===== src/rtl/demux32bit_1to2_reg.sv =====
`default_nettype none
// ============================================================================
// Module      : demux32bit_1to2_reg
// Description : Registered 1-to-2 word demultiplexer. It has one single-entry
//               holding register per output port, valid/ready handshakes on
//               each port, and a wrapping delivery counter per port.
// Revision    : 1.0 - initial release
// ============================================================================
module demux32bit_1to2_reg #(
    parameter int WIDTH = 32,
    parameter int CNT_W = 16
) (
    input  logic             Clk,
    input  logic             Rst,
    input  logic [WIDTH-1:0] in_data,
    input  logic             in_sel,
    input  logic             in_valid,
    output logic             in_ready,
    output logic [WIDTH-1:0] outA_data,
    output logic             outA_valid,
    input  logic             outA_ready,
    output logic [WIDTH-1:0] outB_data,
    output logic             outB_valid,
    input  logic             outB_ready,
    output logic [CNT_W-1:0] cntA,
    output logic [CNT_W-1:0] cntB
);

    localparam logic [CNT_W-1:0] c_cnt_one = CNT_W'(1);

    logic [WIDTH-1:0] r_a_data;
    logic             r_a_valid;
    logic [CNT_W-1:0] r_a_cnt;
    logic [WIDTH-1:0] r_b_data;
    logic             r_b_valid;
    logic [CNT_W-1:0] r_b_cnt;

    logic w_drain_a;
    logic w_drain_b;
    logic w_free_a;
    logic w_free_b;
    logic w_accept;
    logic w_load_a;
    logic w_load_b;

    assign w_drain_a = r_a_valid & outA_ready;
    assign w_drain_b = r_b_valid & outB_ready;

    // A port is free when it is empty or is being emptied on this same edge.
    assign w_free_a  = ~r_a_valid | outA_ready;
    assign w_free_b  = ~r_b_valid | outB_ready;

    // Only the selected port gates the producer.
    assign in_ready  = in_sel ? w_free_b : w_free_a;
    assign w_accept  = in_valid & in_ready;
    assign w_load_a  = w_accept & ~in_sel;
    assign w_load_b  = w_accept &  in_sel;

    // Port A holding register and delivery counter
    always_ff @(posedge Clk) begin
        if (Rst) begin
            r_a_data  <= '0;
            r_a_valid <= 1'b0;
            r_a_cnt   <= '0;
        end else begin
            if (w_load_a) begin
                r_a_data  <= in_data;
                r_a_valid <= 1'b1;
            end else if (w_drain_a) begin
                r_a_valid <= 1'b0;
            end
            if (w_drain_a) begin
                r_a_cnt <= r_a_cnt + c_cnt_one;
            end
        end
    end

    // Port B holding register and delivery counter
    always_ff @(posedge Clk) begin
        if (Rst) begin
            r_b_data  <= '0;
            r_b_valid <= 1'b0;
            r_b_cnt   <= '0;
        end else begin
            if (w_load_b) begin
                r_b_data  <= in_data;
                r_b_valid <= 1'b1;
            end else if (w_drain_b) begin
                r_b_valid <= 1'b0;
            end
            if (w_drain_b) begin
                r_b_cnt <= r_b_cnt + c_cnt_one;
            end
        end
    end

    assign outA_data  = r_a_data;
    assign outA_valid = r_a_valid;
    assign outB_data  = r_b_data;
    assign outB_valid = r_b_valid;
    assign cntA       = r_a_cnt;
    assign cntB       = r_b_cnt;

endmodule
`default_nettype wire


===== config.mk =====
export PLATFORM = sky130hd
export DESIGN_NAME = demux32bit_1to2_reg
export DESIGN_NICKNAME = d
export VERILOG_FILES = /design/src/rtl/demux32bit_1to2_reg.sv
export SDC_FILE = /design/constraint.sdc
export NUM_CORES = 1
export LEC_CHECK = 0
export CAP_MARGIN = 20
export CORE_MARGIN = 2
export CORE_UTILIZATION = 40
export CTS_CLUSTER_DIAMETER = 120
export DETAILED_ROUTE_END_ITERATION = 16
export GPL_ROUTABILITY_DRIVEN = 0
export PLACE_DENSITY = 0.76
export SYNTH_ARGS = -nofsm -noshare
export SYNTH_HDL_FRONTEND = slang
export SYNTH_SLANG_ARGS = --single-unit
export TNS_END_PERCENT = 30

===== constraint.sdc =====
create_clock -name Clk -period 1.6 [get_ports Clk]
set_input_delay 0.32 -clock Clk [delete_from_list [all_inputs] [get_ports Clk]]
set_output_delay 0.32 -clock Clk [all_outputs]
set_load 0.01 [all_outputs]

==> flow_summary.toml <==
[worst_setup_path]
worst_path_max_delay_cell = "clkdlybuf4s50_1"
r2r_end = "cntB[15]"
path_cells = "clkdlybuf4s50_1"
startpoint = "outA_data[13]"
path_buf_inv = 1
crit_family = "buffers and inverters"
r2r_cells = 5
crit_end = "outA_data[13]"
crit_fanout = 2
r2r_start = "outB_valid"
required_ns = 1.28
r2r_setup_slack_ns = 0.08
start_kind = "register"
critPathKind = "register to output port"
cp-end-kind = "output port"
slowest_delay_ns = 0.55
cp_num_cells = 1
cp.arrival_ns = 1.25

[hold_path]
min_from = "Rst"
hold_class = "input port to register"

[power_and_ir_drop]
power_density_nw_per_um2 = 837
power_switching_mw = 1.17
power_mw = 4.87
swShare = 0.241
p_int_mw = 3.70
pwr-share-seq = 0.526
vdd_drop_max_uv = 374
p_leak_nw = 3.00
comb_power_share = 0.116
p_clk_frac = 0.358

[timing]
setup-tns-final_ns = 0
slew_headroom = 0.755
tightest_slew_ns = 0.364
rsz0062_at_grt = "yes"
hold_viol = 0
whs_ns = 0.377
finalSetupViolCount = 0
finalCritPeriodShare = 0.979
final-max-slew-violation-count = 0
max_freq_mhz = 638
fin_crit_ns = 1.57
finClkSkew_ns = 0.0207

[drt]
route.detailed.drc = 0
avgRoutedWirePerCell_um = 14.9
ant_nets = 0
viasPerCell = 5.09
via_count = 3718
firstDrtPassIters = 4
drt_iter0_drc = 145
drt_wl_total_um = 10900

[layout]
n_fill_cell = 797
n_antenna_cell = 0
utilization = 0.639
drive_gt1_frac = 0.131
fin_nets = 655
area_growth_pct = 56.6
fin_area_um2 = 5820

[floorplan]
row_count = 35
initial_utilization = 0.408
die_area_um2 = 10100
fp.dieW_um = 100
core_um2 = 9110
ios = 137
die_h_um = 100

[placement]
io_buffers = 136
dp.final_hpwl_um = 7340
placed_area_um2 = 5460

[grt]
groute.usage.overall = 0.210
overflow = 0
grt_pass1_wl_um = 17100
grt_max_degree = 53
antenna_found_initial = 0
first_global_vias = 3590

[clocking]
insertion_delay_ns = 0.35
cts_tree = "built"
cts_buffer_depth = 2
htree_levels = 3
path_clk_slew_ns = 0.09
cts_num_sinks = 98
cts_hold_buffers = 0
clock-root-buffer = "clkbuf_8"
cts_made_buffers = 9

[synthesis]
synth_edf_count = 0
ys_seq_area_frac = 0.528
netlist_area_um2 = 3720
syn_avg_cell_area_um2 = 8.15
synth_common_cells = "nand2_1, dfxtp_1, a21oi_1, nor2_1, clkbuf_1"
synth.net_count = 496
synth_seq_cells = 98
synthCells = 456
ys_warn_count = 0
synth_top_cell_by_area = "dfxtp_1"
netlist_top_cells_area = "dfxtp_1, nand2_1, a21oi_1"
synth_cell_types = 33
synth_ff_type = "dfxtp_1"
yosysTopAreaCellShare = 0.528
async_flop_share = 0
yosysMostFrequentCell = "nand2_1"

[outcome]
outcome = "finished clean"

[job]
maxCapViolCount = 0
==> worst min-delay path by stage <==
stage                     cells after the start       endpoint  slack (ns)
after floorplan                               2   outA_data[0]        0.46
after global placement                        2  outA_data[26]        0.44
after detailed placement                      2  outB_data[19]        0.45
after CTS                                     3       cntB[15]        0.35
after global routing                          3       cntB[14]        0.38
final                                         3       cntB[14]        0.38
==> sequential cells by signal, indices dropped and copies added, names as in the netlist <==
| register | flops |
|---|---|
| outA_valid | 1 |
| cntB | 16 |
| outA_data | 32 |
| outB_valid | 1 |
| outB_data | 32 |
| cntA | 16 |
==> per-stage QoR <==
step	instances	setup WS, ns
after global placement	715	-0.410
after detailed placement	715	-0.401
after global routing	731	-0.00741
after CTS	731	-0.0224
after floorplan	456	0.000955
final	731	0.0328
==> layout make-up <==
| class | instances | area, µm² | share of cell area |
|---|---|---|---|
| repair buffers | 174 | 1790 | 0.307 |
| clock inverters | 6 | 88.8 | 0.0153 |
| multi-input cells | 328 | 1680 | 0.288 |
| inverters | 4 | 15.0 | 0.00258 |
| well taps | 111 | 139 | 0.0239 |
| clock buffers | 10 | 128 | 0.0219 |
| flip-flops and latches | 98 | 1980 | 0.341 |
==> power groups by stage <==
stage	clock network, mW	logic (mW)	registers, mW
after floorplan	0	0.176	2.66
after global placement	0	0.571	2.61
after detailed placement	0	0.583	2.62
after CTS	1.79	0.581	2.56
after global routing	1.89	0.614	2.57
final	1.74	0.566	2.56
==> metal layers <==
layer,up-vias,global-route usage,part of all wire
met5,-,0,0
met2,117,0.366,0.51
met4,0,0.0759,0.022
li1,1837,-,-
met3,21,0.0460,0.049
met1,1743,0.255,0.42
==> repair_timing <==
| item | in CTS | in global routing |
|---|---|---|
| endpoints found under the hold margin | 0 | 0 |
| endpoints found under the setup margin | 38 | 51 |
| pin swaps | 0 | 0 |
| gates resized for setup | 55 | 55 |
| buffers inserted | 0 | 0 |
==> cell families (layout without fill, tap and decap cells) <==
kind of cell / Yosys count / count (layout) / share of synthesized area
AND/OR/NAND/NOR: 220 / 220 / 0.262
flip-flops: 98 / 98 / 0.528
AO/OA/AOI/OAI: 82 / 82 / 0.112
buffers and inverters: 30 / 194 / 0.0333
XOR/XNOR: 21 / 21 / 0.0495
multiplexers: 3 / 3 / 0.00909
adder cells (fa/ha/maj): 2 / 2 / 0.00673
==> cells in the final DEF (no fill, tap or decap), drive strengths merged, types with 2 or more instances in the layout <==
cell type	n
clkinvlp	2
and4	3
nand4	9
buf	40
mux2	3
or4	2
and3	3
o21ai	5
o31ai	2
xnor2	10
dlygate4sd2	33
a21oi	75
nor3	4
nor2	24
inv	5
or3	4
nand2	144
dfxtp	98
clkbuf	10
nand3	12
dlymetal6s2s	47
ha	2
nor4	6
nand2b	2
xor2	11
bufinv	2
clkdlybuf4s50	54
(Power assumes the default switching activity.)
